==> config.mk <==
export PLATFORM = sky130hd
export DESIGN_NAME = mem_access_stage
export DESIGN_NICKNAME = d
export VERILOG_FILES = /design/src/rtl/mem_access_stage_pkg.sv /design/src/rtl/mem_lane_align.sv /design/src/rtl/mem_access_stage.sv
export SDC_FILE = /design/constraint.sdc
export NUM_CORES = 1
export LEC_CHECK = 0
export BUFFER_PORTS_ARGS = -buffer_cell sky130_fd_sc_hd__buf_4
export CAP_MARGIN = 5
export CORE_MARGIN = 2
export CORE_UTILIZATION = 45
export DETAILED_ROUTE_END_ITERATION = 8
export GPL_TIMING_DRIVEN = 1
export MAX_ROUTING_LAYER = met4
export PLACE_DENSITY = 0.77
export SYNTH_ARGS = -nofsm -noshare
export SYNTH_HDL_FRONTEND = slang
export SYNTH_SLANG_ARGS = --single-unit
==> constraint.sdc <==
create_clock -name clk -period 3.79 [get_ports clk]
set_input_delay 0.758 -clock clk [delete_from_list [all_inputs] [get_ports clk]]
set_output_delay 0.758 -clock clk [all_outputs]
set_load 0.1 [all_outputs]
==> src/rtl/mem_access_stage_pkg.sv <==
// Shared types and control-bit indices for the MEM pipeline stage.
// Also holds the alignment rule used to suppress misaligned accesses.
package mem_access_stage_pkg;

   typedef enum logic [1:0] {
      IDLE = 2'd0,
      WAIT = 2'd1,
      DONE = 2'd2
   } mem_state_t;

   localparam int LD_LB  = 0;
   localparam int LD_LH  = 1;
   localparam int LD_LW  = 2;
   localparam int LD_LBU = 3;
   localparam int LD_LHU = 4;

   localparam int ST_SB = 0;
   localparam int ST_SH = 1;
   localparam int ST_SW = 2;

   function automatic logic is_misaligned(input logic [4:0] loadcntrl,
                                          input logic [2:0] storecntrl,
                                          input logic [1:0] addr_lo);
      logic half_op;
      logic word_op;
      half_op = loadcntrl[LD_LH] | loadcntrl[LD_LHU] | storecntrl[ST_SH];
      word_op = loadcntrl[LD_LW] | storecntrl[ST_SW];
      return (half_op & addr_lo[0]) | (word_op & (addr_lo != 2'b00));
   endfunction

endpackage

==> src/rtl/mem_lane_align.sv <==
// Byte-lane steering for the data port: store byte enables / replicated write
// data, and load byte/half extraction with sign or zero extension.
module mem_lane_align
   import mem_access_stage_pkg::*;
(
   input  logic [1:0]  addr_lo,
   input  logic [4:0]  loadcntrl,
   input  logic [2:0]  storecntrl,
   input  logic [31:0] store_data,
   input  logic [31:0] rdata,
   output logic [3:0]  store_be,
   output logic [31:0] store_wdata,
   output logic [31:0] load_data
);

   logic [31:0] rdata_shift;
   logic [7:0]  ld_byte;
   logic [15:0] ld_half;

   always_comb begin
      store_be    = 4'b0000;
      store_wdata = store_data;
      if (storecntrl[ST_SB]) begin
         store_be    = 4'b0001 << addr_lo;
         store_wdata = {4{store_data[7:0]}};
      end else if (storecntrl[ST_SH]) begin
         store_be    = addr_lo[1] ? 4'b1100 : 4'b0011;
         store_wdata = {2{store_data[15:0]}};
      end else if (storecntrl[ST_SW]) begin
         store_be    = 4'b1111;
      end
   end

   assign rdata_shift = rdata >> {addr_lo, 3'b000};
   assign ld_byte     = rdata_shift[7:0];
   assign ld_half     = addr_lo[1] ? rdata[31:16] : rdata[15:0];

   always_comb begin
      load_data = 32'h0;
      if (loadcntrl[LD_LB])       load_data = {{24{ld_byte[7]}}, ld_byte};
      else if (loadcntrl[LD_LH])  load_data = {{16{ld_half[15]}}, ld_half};
      else if (loadcntrl[LD_LW])  load_data = rdata;
      else if (loadcntrl[LD_LBU]) load_data = {24'h0, ld_byte};
      else if (loadcntrl[LD_LHU]) load_data = {16'h0, ld_half};
   end

endmodule

==> src/rtl/mem_access_stage.sv <==
// MEM pipeline stage: issues loads/stores to a variable-latency data port,
// stalls the pipe while waiting, and registers the MEM_WB writeback set.
//
// state | meaning
// IDLE  | issue this cycle's access; zero-wait acks complete here
// WAIT  | request held stable until ack or timeout
// DONE  | ack arrived under debug freeze; read data latched until dbg drops
module mem_access_stage
   import mem_access_stage_pkg::*;
#(
   parameter int TIMEOUT_CYCLES = 16
) (
   input  logic        clk,
   input  logic        Rst,
   input  logic        dbg,
   input  logic        EX_MEM_memread,
   input  logic        EX_MEM_memwrite,
   input  logic        EX_MEM_regwrite,
   input  logic [4:0]  EX_MEM_rd,
   input  logic [31:0] EX_MEM_alures,
   input  logic [31:0] EX_MEM_dout_rs2,
   input  logic [4:0]  EX_MEM_loadcntrl,
   input  logic [2:0]  EX_MEM_storecntrl,
   output logic        dmem_req,
   output logic        dmem_we,
   output logic [31:0] dmem_addr,
   output logic [3:0]  dmem_be,
   output logic [31:0] dmem_wdata,
   input  logic        dmem_ack,
   input  logic [31:0] dmem_rdata,
   output logic        mem_hold,
   output logic        MEM_WB_regwrite,
   output logic [4:0]  MEM_WB_rd,
   output logic [31:0] WB_res,
   output logic        mem_misalign,
   output logic        mem_bus_err
);

   localparam int CNT_W = $clog2(TIMEOUT_CYCLES);

   mem_state_t state_q, state_d;
   logic [CNT_W-1:0] cnt_q, cnt_d;

   logic        access, misalign, timeout, wb_update;
   logic        latch_req, latch_rdata;
   logic [3:0]  st_be;
   logic [31:0] st_wdata, ld_data, ld_rdata;

   logic        iss_we;
   logic [31:0] iss_addr, iss_wdata;
   logic [3:0]  iss_be;

   logic        req_we_q;
   logic [31:0] req_addr_q, req_wdata_q, rdata_q;
   logic [3:0]  req_be_q;

   assign access   = EX_MEM_memread | EX_MEM_memwrite;
   assign misalign = is_misaligned(EX_MEM_loadcntrl, EX_MEM_storecntrl, EX_MEM_alures[1:0]);

   assign iss_we    = EX_MEM_memwrite;
   assign iss_addr  = {EX_MEM_alures[31:2], 2'b00};
   assign iss_be    = EX_MEM_memwrite ? st_be : 4'b1111;
   assign iss_wdata = EX_MEM_memwrite ? st_wdata : 32'h0;

   // Once DONE, the port has moved on; extract from the captured word instead.
   assign ld_rdata = (state_q == DONE) ? rdata_q : dmem_rdata;

   mem_lane_align u_lane_align (
      .addr_lo     (EX_MEM_alures[1:0]),
      .loadcntrl   (EX_MEM_loadcntrl),
      .storecntrl  (EX_MEM_storecntrl),
      .store_data  (EX_MEM_dout_rs2),
      .rdata       (ld_rdata),
      .store_be    (st_be),
      .store_wdata (st_wdata),
      .load_data   (ld_data)
   );

   always_ff @(posedge clk) begin
      if (Rst) begin
         state_q <= IDLE;
         cnt_q   <= '0;
      end else begin
         state_q <= state_d;
         cnt_q   <= cnt_d;
      end
   end

   always_comb begin
      state_d     = state_q;
      cnt_d       = cnt_q;
      dmem_req    = 1'b0;
      dmem_we     = 1'b0;
      dmem_addr   = 32'h0;
      dmem_be     = 4'b0000;
      dmem_wdata  = 32'h0;
      mem_hold    = 1'b0;
      timeout     = 1'b0;
      latch_req   = 1'b0;
      latch_rdata = 1'b0;
      case (state_q)
         IDLE: begin
            dmem_req = access & ~misalign & ~dbg;
            if (dmem_req) begin
               dmem_we    = iss_we;
               dmem_addr  = iss_addr;
               dmem_be    = iss_be;
               dmem_wdata = iss_wdata;
               if (!dmem_ack) begin
                  mem_hold  = 1'b1;
                  latch_req = 1'b1;
                  cnt_d     = CNT_W'(TIMEOUT_CYCLES - 1);
                  state_d   = WAIT;
               end
            end
         end
         WAIT: begin
            dmem_req   = 1'b1;
            dmem_we    = req_we_q;
            dmem_addr  = req_addr_q;
            dmem_be    = req_be_q;
            dmem_wdata = req_wdata_q;
            if (dmem_ack) begin
               latch_rdata = dbg;
               state_d     = dbg ? DONE : IDLE;
            end else if (cnt_q == '0) begin
               timeout = 1'b1;
               state_d = IDLE;
            end else begin
               mem_hold = 1'b1;
               cnt_d    = cnt_q - CNT_W'(1);
            end
         end
         DONE: begin
            if (!dbg) state_d = IDLE;
         end
         default: state_d = IDLE;
      endcase
   end

   assign wb_update = ~dbg & ~mem_hold;

   always_ff @(posedge clk) begin
      if (Rst) begin
         req_we_q        <= 1'b0;
         req_addr_q      <= 32'h0;
         req_be_q        <= 4'b0000;
         req_wdata_q     <= 32'h0;
         rdata_q         <= 32'h0;
         MEM_WB_regwrite <= 1'b0;
         MEM_WB_rd       <= 5'd0;
         WB_res          <= 32'h0;
         mem_misalign    <= 1'b0;
         mem_bus_err     <= 1'b0;
      end else begin
         if (latch_req) begin
            req_we_q    <= iss_we;
            req_addr_q  <= iss_addr;
            req_be_q    <= iss_be;
            req_wdata_q <= iss_wdata;
         end
         if (latch_rdata) rdata_q <= dmem_rdata;
         mem_misalign <= wb_update & (state_q == IDLE) & access & misalign;
         mem_bus_err  <= timeout;
         if (wb_update) begin
            MEM_WB_rd       <= EX_MEM_rd;
            MEM_WB_regwrite <= EX_MEM_regwrite & ~misalign & ~timeout;
            WB_res          <= EX_MEM_memread ? ld_data : EX_MEM_alures;
         end
      end
   end

endmodule
[Word-level counts from Yosys, hierarchy flattened]
Index checks and enable logic that the tools add are counted.
Operators by class
  equal/unequal tests: 8
  muxes and demuxes: 48
  bitwise operators: 19
  $add $sub $neg: 1
  shift-type cells: 2
  reduce and logical (&&, ||, !) cells: 6
Operator list (number)
  32-bit 2-to-1 mux: 11
  32-bit case mux with 2 select lines: 2
  4-bit 2-to-1 mux: 10
  16-bit 2-to-1 mux: 2
  32-bit by 5-bit >> shifter with 8-bit output: 1
  4-bit case mux with 2 select lines: 2
  2-bit 2-to-1 mux: 6
  1-bit 2-to-1 mux: 11
  1-bit bitwise AND: 10
  2-bit inequality test, second input constant: 5
  1-bit case mux with 2 select lines: 3
  2-bit case mux with 3 select lines: 1
  1-bit OR: 5
  5-bit AND reduction: 1
  4-bit zero test: 1
  1-bit NOT: 4
  4-bit AND reduction: 1
  2-bit nonzero test: 2
  1-bit by 2-bit << shifter with 4-bit output, first input constant: 1
  4-bit by 1-bit subtractor with 4-bit output, second input constant: 1
  3-bit inequality test, second input constant: 1
  2-bit by 1-bit == test with 1-bit output, second input constant: 1
  2-bit == test, second input constant: 1
  2-bit zero test: 1
Storage, ports and cells
  input port bits: 116
  logic and storage cells: 96
  output and inout port bits: 111
  bits in registers: 145

[Logic depth before layout (Yosys ltp)]
Gate-level depths: netlist of run 1.
  word-level depth: 14
  depth in mapped cells: 8
  gate-level depth less buffers: 6

[Modules after synthesis]
Synthesis of run 1 repeated with hierarchy kept, for this count alone.
Second synthesis, totals
  cells, all modules: 1051
  area, all modules: 8727.1 um2
By module, submodules not included
  mem_access_stage: times used 1, area each 7219.4 um2, cells an instance 828
  mem_lane_align: times used 1, area each 1507.7 um2, cells an instance 223

[Worst setup path before layout of run 1]
No wires, ideal clock.
  path type: input to output
  from: input EX_MEM_loadcntrl[1]
  to: output dmem_wdata[10]
  slack: -1063 ps
  stages on the path: 6
  buffers on the path: 2
  data required time: 3032 ps
  data arrival time: 4095 ps
  cells stage by stage: buf_2 o31a_1 nor3_2 nand3_1 clkbuf_1 o21ai_0
Between the ends
  word-level cells in the longest chain between the ends: 9
Ends and longest elaborated chain
  start: declaration: line mem_access_stage.sv:22  | input logic [4:0] EX_MEM_loadcntrl,
  1-bit OR (2 in series): line mem_access_stage_pkg.sv:26  | half_op = loadcntrl[LD_LH] | loadcntrl[LD_LHU] | storecntrl[ST_SH];
  1-bit bitwise AND: line mem_access_stage_pkg.sv:28  | return (half_op & addr_lo[0]) | (word_op & (addr_lo != 2'b00));
  1-bit OR: line mem_access_stage_pkg.sv:28
  1-bit NOT: line mem_access_stage.sv:103  | dmem_req = access & ~misalign & ~dbg;
  1-bit bitwise AND (2 in series): line mem_access_stage.sv:103
  32-bit 2-to-1 mux: line mem_access_stage.sv:104  | if (dmem_req) begin
  32-bit case mux with 2 select lines: line mem_access_stage.sv:101  | case (state_q)
  end: declaration: line mem_access_stage.sv:28  | output logic [31:0] dmem_wdata,
Every way passes these cells.

[Worst setup path in the final report of run 1]
  from: input EX_MEM_storecntrl[1]
  to: output dmem_addr[12]
Between the ends
  word-level cells in the longest chain between the ends: 8
Ends and longest elaborated chain
  start: declaration: line mem_access_stage.sv:23  | input logic [2:0] EX_MEM_storecntrl,
  1-bit OR: line mem_access_stage_pkg.sv:26
  1-bit bitwise AND: line mem_access_stage_pkg.sv:28
  1-bit OR: line mem_access_stage_pkg.sv:28
  1-bit NOT: line mem_access_stage.sv:103
  1-bit bitwise AND (2 in series): line mem_access_stage.sv:103
  32-bit 2-to-1 mux: line mem_access_stage.sv:104
  32-bit case mux with 2 select lines: line mem_access_stage.sv:101
  end: declaration: line mem_access_stage.sv:26  | output logic [31:0] dmem_addr,
Every way passes these cells.

==> results of run 1 <==
==> power breakdown <==
group	leakage (nW)	switching, mW	internal (mW)	total (mW)
sequential	1.18	0.0279	1.57	1.60
combinational	2.77	0.730	0.295	1.02
clock	0.317	0.654	1.17	1.83
==> registers in the layout (all words and copies together), names as in the netlist <==
signal / flops
state_q: 2
req_be_q: 4
mem_misalign: 1
req_addr_q: 30
req_we_q: 1
WB_res: 32
req_wdata_q: 32
rdata_q: 32
cnt_q: 4
mem_bus_err: 1
MEM_WB_rd: 5
MEM_WB_regwrite: 1
==> stage by stage <==
| stage | util, % | worst slack (ns) | instance area, sq um |
|---|---|---|---|
| after detailed placement | 56.0 | 0.557 | 9620 |
| after global routing | 59.7 | 0.345 | 10300 |
| after floorplan | - | -0.331 | 7860 |
| final | 59.7 | 0.534 | 10300 |
| after CTS | 59.7 | 0.547 | 10300 |
| after global placement | 56.0 | 0.566 | 9620 |
==> tightest hold or removal path, cell delays in order (launching register included) <==
cell and delay [ns]:
dfxtp_1 0.31, nand2_1 0.05, a21oi_1 0.05
==> synth_stat cells (4+ instances only) <==
| cell | n |
|---|---|
| a21oi_1 | 110 |
| mux2_2 | 4 |
| clkbuf_1 | 68 |
| a22o_1 | 49 |
| nand3b_1 | 15 |
| buf_4 | 4 |
| mux2i_1 | 65 |
| mux4_2 | 7 |
| o22ai_1 | 22 |
| a2bb2oi_1 | 7 |
| a2111oi_0 | 21 |
| nor2b_1 | 11 |
| nand3_1 | 32 |
| buf_6 | 4 |
| nor3_1 | 15 |
| buf_2 | 17 |
| o41ai_2 | 7 |
| a211oi_1 | 5 |
| o21ai_0 | 23 |
| nand2_1 | 187 |
| o41ai_1 | 14 |
| o221a_2 | 6 |
| nor2_1 | 64 |
| dfxtp_1 | 145 |
| inv_1 | 7 |
| o22a_1 | 10 |
==> area by class of cell <==
| class | instances | area [sq um] | area share (%) |
|---|---|---|---|
| multi-input cells | 716 | 4520 | 44.0 |
| well taps | 225 | 282 | 2.74 |
| inverters | 10 | 37.5 | 0.366 |
| repair buffers | 247 | 1880 | 18.3 |
| clock inverters | 9 | 153 | 1.49 |
| flip-flops and latches | 145 | 2900 | 28.3 |
| clock buffers | 23 | 488 | 4.76 |
==> cells by family (layout without fill, tap and decap cells) <==
group / after synthesis / count (layout) / synth area share (%)
AO/OA/AOI/OAI: 295 / 295 / 26.8
XOR/XNOR: 1 / 1 / 0.112
adder cells (fa/ha/maj): 1 / 1 / 0.160
buffers and inverters: 105 / 289 / 5.90
flip-flops: 145 / 145 / 37.1
multiplexers: 77 / 77 / 11.0
other: 1 / 2 / 0.0479
AND/OR/NAND/NOR: 340 / 340 / 18.9
==> worst paths after layout <==
| path | endpoint | slack (ns) | cells past startpoint |
|---|---|---|---|
| worst max-delay path | dmem_addr[12] | 0.53 | 6 |
| worst max register to register | WB_res[9] | 0.56 | 5 |
| worst min-delay path | req_addr_q[8] | 0.45 | 2 |
| worst min register to register | req_addr_q[8] | 0.45 | 2 |
==> cells in the final DEF (no fill, tap or decap), drive strengths merged, types with 22 or more instances in the layout <==
cell type,n
a22o,49
buf,247
o21ai,24
nand2,187
nand3,32
mux2i,65
a21oi,110
clkbuf,23
nor2,64
o22ai,22
dfxtp,145
==> layer usage <==
| layer | vias to the layer above | track usage, % | wire [um] |
|---|---|---|---|
| met3 | 42 | 7.05 | 2470 |
| met2 | 421 | 46.5 | 12500 |
| li1 | 3849 | - | - |
| met4 | 0 | 9.66 | 635 |
| met5 | - | - | 0 |
| met1 | 3865 | 35.5 | 10900 |
==> metrics.cfg, run 1 <==
[status]
outcome = completed

[sta]
max_freq_ghz = 0.307
hold_ws_ns = 0.452
min_period_ns = 3.26
hold_viol = 0
final-setup-viol-count = 0
finClkSkew_ns = 0.00753
setup_tns_ns = 0
relSlewSlack_pct = 26.2
worst-slew-pin-transition_ns = 1.10
finalCritPeriodShare_pct = 85.9
maxSlewViolCount = 0
rsz0062_at_grt = false

[grt]
grt_pass1_wl_um = 40800
track_usage_pct = 28.9
grt_start_max_net_pins = 92
antenna_found_initial = 0
grt_pass1_vias = 7562
overflow = 0

[detailed_routing]
wirelength_um = 26500
remaining_drc_errors = 0
wire_per_inst_um = 19.3
first_pass_iters = 5
drt-initial-drc-count = 687
viasPerCell = 5.95
vias = 8177
drtAntennaViolNets = 0

[cts]
clock-root-buffer = clkbuf_16
clockBufferDepth = 2
cts_setup_buffers = 0
clk_pin_slew_worst_paths_ns = 0.06
numCtsBuffers = 17
htreeDepth = 4
cts_resized = 0
cts_tree = done
cts.sinks = 145
clk_latency_ns = 0.42
postCtsHoldBufs = 0

[worst_setup_path]
critPathTopFamily = buffers and inverters
cpPeakStageDelay_ns = 0.49
crit_type = in -> out
cp-start-kind = primary input
cp.required_ns = 3.03
crit_chain = buf_4 > o31a_1 > nor4_4 > buf_12 > a22o_1 > buf_4
critPathLaunch = EX_MEM_storecntrl[1]
crit_path_frequent_cell = buf_4
arrival_ns = 2.50
end_kind = output port
crit_path_max_fanout = 30
path_buf_inv = 3
crit_slowest_cell = nor4_4
worstReg2RegStart = state_q[0]

[power]
p_per_area_mw_per_mm2 = 434
ir_drop_mv = 0.340
power_mw = 4.45
leakagePower_nw = 4.26

[synthesis]
synth_seq_cells = 145
synth_top_area_share_pct = 37.1
synth_cells = 965
async_reset_ff_share_pct = 0
synth-edff-count = 0
ys_dominant_reg_cell = dfxtp_1
synth_seq_area_share_pct = 37.1
synth_area_leaders = dfxtp_1 (37%), nand2_1 (9.0%), mux2i_1 (8.3%), a21oi_1 (7.0%), a22o_1 (5.5%)
ys_warn_count = 0
yosys.area.top_type = dfxtp_1
ys_types = 58
syn_avg_cell_area_sq_um = 8.12
netlist_area_sq_mm = 0.00783

[place]
hpwl_um = 18500
gp_congestion = 0.954
post-place-cells = 1343
port_buffers = 224

[finish]
antenna_cells = 0
drive_gt1_share_pct = 28.0
fillCellCount = 1580
final_cells = 1375
nets = 1254
syn_to_final_growth_pct = 31.0

[min_path]
hold_path.class = reg -> reg
worstHoldStart = req_addr_q[8]

[floorplan]
rows = 48
die_y_um = 136
initial_core_util_pct = 45.6
core_area_sq_mm = 0.0172
die_area_sq_mm = 0.0185
die_x_um = 136
pin_count = 227

[run]
cap_violations = 0

Note: power is estimated with default switching activity, not from simulation.
==> run 2, diff against run 1 <==
Settings changed: CELL_PAD_IN_SITES_DETAIL_PLACEMENT set to 0, CELL_PAD_IN_SITES_GLOBAL_PLACEMENT set to 1, CORE_UTILIZATION 45 to 41, PLACE_DENSITY 0.77 to 0.92.
==> run 2 against run 1 <==
  * Combinational power is essentially flat
  * Clock power shrank 7%
  * Critical endpoint is now WB_res[12]
  * Final area shrank 0.49%
  * Largest power group unchanged
==> metrics.cfg, run 2 (synthesis results as in run 1) <==
[status]
outcome = completed

[finish]
syn_to_final_growth_pct = 30.4
nets = 1253
antenna_cells = 0
fin_util_pct = 54.6
layout_common_cells = buf_4 (244), nand2_1 (186), dfxtp_1 (145)
top_regs = WB_res x32, rdata_q x32, req_wdata_q x32
final_common_cell = buf_4
fillCellCount = 1754
drive_gt1_share_pct = 27.9
final_area_sq_mm = 0.0102

[cts]
htreeDepth = 4
numCtsBuffers = 17
clockBufferDepth = 2
cts.sinks = 145
cts_tree = done
clk_pin_slew_worst_paths_ns = 0.06
postCtsHoldBufs = 0
cts_resized = 0
clock-root-buffer = clkbuf_16
cts_setup_buffers = 0
clk_latency_ns = 0.43

[detailed_routing]
drtAntennaViolNets = 0
viasPerCell = 5.81
remaining_drc_errors = 0
wirelength_um = 26800
vias = 8037
drt-initial-drc-count = 812
wire_per_inst_um = 19.4
first_pass_iters = 5

[sta]
min_period_ns = 3.27
max_freq_ghz = 0.306
relSlewSlack_pct = 19.4
maxSlewViolCount = 0
worst-slew-pin-transition_ns = 1.21
finalCritPeriodShare_pct = 86.2
finClkSkew_ns = 0.0146
final-setup-viol-count = 0
rsz0062_at_grt = false
hold_viol = 0

[worst_setup_path]
arrival_ns = 3.57
crit_type = reg -> reg
cp-start-kind = register
cp.required_ns = 4.10
end_kind = register
crit_path_max_fanout = 21
critPathLaunch = state_q[0]
worstReg2RegStart = state_q[0]

[floorplan]
die_area_sq_mm = 0.0202
die_y_um = 142
rows = 50
die_x_um = 142
initial_core_util_pct = 41.9
pin_count = 227
core_area_sq_mm = 0.0187

[place]
gp_congestion = 0.944
port_buffers = 224
hpwl_um = 18900
placed_cell_area_sq_mm = 0.00962

[power]
leakagePower_nw = 4.23
ir_drop_mv = 0.307
p_per_area_mw_per_mm2 = 424
power_mw = 4.33

[min_path]
hold_path.class = reg -> reg
worstHoldStart = req_addr_q[15]

[grt]
overflow = 0
antenna_found_initial = 0
grt_pass1_wl_um = 41400
grt_start_max_net_pins = 93
track_usage_pct = 26.9
grt_pass1_vias = 7525

[run]
cap_violations = 0

run 2: cell types whose count changed in the layout (fill, tap and decap cells not counted):
| cell | previous run | this run |
|---|---|---|
| clkbuf_8 | 4 | 1 |
| clkinv_2 | 3 | 6 |
| clkinv_4 | 2 | 0 |
| buf_4 | 245 | 244 |
| bufinv_16 | 4 | 3 |
| clkbuf_1 | 2 | 3 |
| clkinvlp_4 | 0 | 1 |
| inv_6 | 0 | 1 |
run 2: cell type report:
cell class | instances | area, sq um | area share [%]
Inverter | 10 | 37.5 | 0.368
Clock buffer | 21 | 450 | 4.41
Sequential cell | 145 | 2900 | 28.4
Clock inverter | 11 | 136 | 1.34
Tap cell | 234 | 293 | 2.87
Timing Repair Buffer | 246 | 1870 | 18.3
Multi-Input combinational cell | 716 | 4520 | 44.3
run 2: critical path: stages (launching register included):
cell	delay (ns)
dfxtp_1	0.66
nand2b_2	0.63
mux2_2	0.54
nor3_2	0.57
nor3_1	0.28
a2111oi_0	0.45
run 2: stage by stage:
stage	hold WS, ns	cells	TNS, ns	setup slack, ns
final	0.451	1383	0	0.524
after global routing	0.464	1383	0	0.230
after CTS	0.452	1383	0	0.572
after detailed placement	0.444	1351	0	0.577
after global placement	0.440	1351	0	0.648
after floorplan	0.432	966	-2.98	-0.331
run 2: final timing paths:
path                                       end  slack (ns)  cells past startpoint
worst max register to register      WB_res[12]        0.52                      5
worst min register to register  req_addr_q[15]        0.45                      2
worst min-delay path            req_addr_q[15]        0.45                      2
worst max-delay path                WB_res[12]        0.52                      5
run 2: metal layers:
layer / share of wire, % / track usage [%] / wire length [um]
met5: 0 / - / 0
met4: 1.7 / 7.53 / 462
met1: 42 / 34.1 / 11300
met3: 10 / 7.44 / 2680
met2: 46 / 42.1 / 12400
run 2: power breakdown:
part | switching (mW) | leakage (nW) | internal, mW
combinational | 0.732 | 2.76 | 0.292
clock | 0.660 | 0.291 | 1.05
sequential | 0.0279 | 1.18 | 1.57
==> run 3, diff against run 2 <==
Clock period 3.79 ns to 4.2 ns, I/O delays scaled along.
==> run 3 against run 2 <==
  * Core utilization fell by 0.39 points
  * Worst hold slack better by 0.0012 ns
  * Critical endpoint is now dmem_wdata[31]
  * Global-route usage up 0.080 points
  * Clock-buffer cell count is 2 lower
  * Final area decreased by 0.71%
  * First-iteration DRC count rose by 3.1%
  * Die area did not move
  * Sequential share of layout area is 0.20 points higher
  * Flip-flop and latch count unchanged
==> metrics.cfg, run 3 (synthesis results as in run 1) <==
[sta]
final-setup-viol-count = 0
max_freq_ghz = 0.272
finClkSkew_ns = 0.0151
rsz0062_at_grt = false
setup_tns_ns = 0
finalCritPeriodShare_pct = 87.5
maxSlewViolCount = 0
hold_viol = 0
min_period_ns = 3.67
worst-slew-pin-transition_ns = 1.12
final.setup.worst_slack_ns = 0.525
hold_ws_ns = 0.453
relSlewSlack_pct = 24.8

[worst_setup_path]
cp.required_ns = 3.36
crit_type = in -> out
crit_path_frequent_cell = buf_4
arrival_ns = 2.83
cp-start-kind = primary input
crit_path_max_fanout = 16
crit_slowest_cell = and3_1
cpPeakStageDelay_ns = 0.59
end_kind = output port
r2r_setup_slack_ns = 0.96
crit_chain = buf_4 > o31a_1 > nor3_2 > buf_4 > and3_1 > a22oi_1 > nor2_1 > buf_4

[power]
swShare_pct = 33.1
internal-power_mw = 2.63
power_frac_seq_pct = 36.8
clock_power_share_pct = 39.8
leakagePower_nw = 4.19
power.switching_mw = 1.30
p_per_area_mw_per_mm2 = 387
pwr-share-comb_pct = 23.3
ir_drop_mv = 0.310

[cts]
postCtsHoldBufs = 0
cts.sinks = 145
cts_resized = 0
cts_setup_buffers = 0
cts_tree = done
clockBufferDepth = 2
numCtsBuffers = 17
clk_pin_slew_worst_paths_ns = 0.06
htreeDepth = 4
clk_latency_ns = 0.43
clock-root-buffer = clkbuf_16

[finish]
final_cells = 1375
fillCellCount = 1774
final_area_sq_mm = 0.0101
final_common_cell = buf_4
nets = 1246
drive_gt1_share_pct = 26.7
syn_to_final_growth_pct = 29.4
layout_common_cells = buf_4 (238), nand2_1 (186), dfxtp_1 (145)
top_regs = WB_res x32, rdata_q x32, req_wdata_q x32
multi_input_area_sq_mm = 0.00449
register_area_sq_mm = 0.00290
antenna_cells = 0

[place]
gp_congestion = 0.890
hpwl_um = 19100
placed_cell_area_sq_mm = 0.00953
port_buffers = 224
dp_slack_ns = 0.546
post-place-cells = 1344

[floorplan]
core_area_sq_mm = 0.0187
die_x_um = 142
initial_core_util_pct = 41.9
rows = 50
pin_count = 227
die_y_um = 142
die_area_sq_mm = 0.0202

[grt]
grt_pass1_wl_um = 41100
antenna_found_initial = 0
top_usage_layer = met2
grt_use_met3_pct = 5.92
grt_start_max_net_pins = 64
use_met2_pct = 42.6
track_usage_pct = 27.0
grt_pass1_vias = 7173
met1_usage_pct = 34.6
overflow = 0

[detailed_routing]
wire_per_inst_um = 19.7
remaining_drc_errors = 0
viasPerCell = 5.89
drt-initial-drc-count = 837
first_pass_iters = 5
drtAntennaViolNets = 0
wirelength_um = 27100
vias = 8099

[status]
outcome = completed

[min_path]
hold_path.class = reg -> reg

[run]
cap_violations = 0

run 3: path summary, 6_finish.rpt:
| kind | start | endpoint | cells after the start |
|---|---|---|---|
| setup / recovery | EX_MEM_loadcntrl[1] | dmem_wdata[31] | 8 |
| hold / removal | rdata_q[19] | rdata_q[19] | 2 |
| setup reg to reg | state_q[0] | WB_res[24] | 6 |
| hold reg to reg | rdata_q[19] | rdata_q[19] | 2 |
run 3: layer usage:
metal / part of all wire (%) / up-vias
met2: 48 / 358
met3: 8.2 / 30
li1: - / 3835
met5: 0 / -
met1: 42 / 3876
met4: 2.0 / 0
run 3: worst max-delay path, delay by kind of cell:
kind / cells / cell delay [ns]
and+or+nand+nor: 3 / 0.87
buffers and inverters: 3 / 0.60
AOI/OAI and AO/OA: 2 / 0.51
run 3: area by class of cell:
class	instances	share of cell area, %
multi-input combinational	716	44.3
sequential	145	28.6
tap	234	2.89
timing repair buffer	239	17.8
clock inverter	12	1.58
clock buffer	19	4.37
inverter	10	0.370
run 3: through the flow:
| step | power (mW) | utilization, % |
|---|---|---|
| 2_1_floorplan | 2.11 | - |
| 3_3_place_gp | 2.38 | 51.0 |
| 3_5_place_dp | 2.39 | 51.0 |
| 4_1_cts | 3.95 | 54.2 |
| 5_1_grt | 4.06 | 54.2 |
| 6_report | 3.93 | 54.2 |
run 3: power by group through the flow:
stage	Sequential, mW	Combinational [mW]	Clock, mW
after detailed placement	1.47	0.912	0
after global routing	1.45	0.960	1.65
after floorplan	1.68	0.425	0
after global placement	1.47	0.907	0
final	1.45	0.917	1.56
after CTS	1.45	0.915	1.59
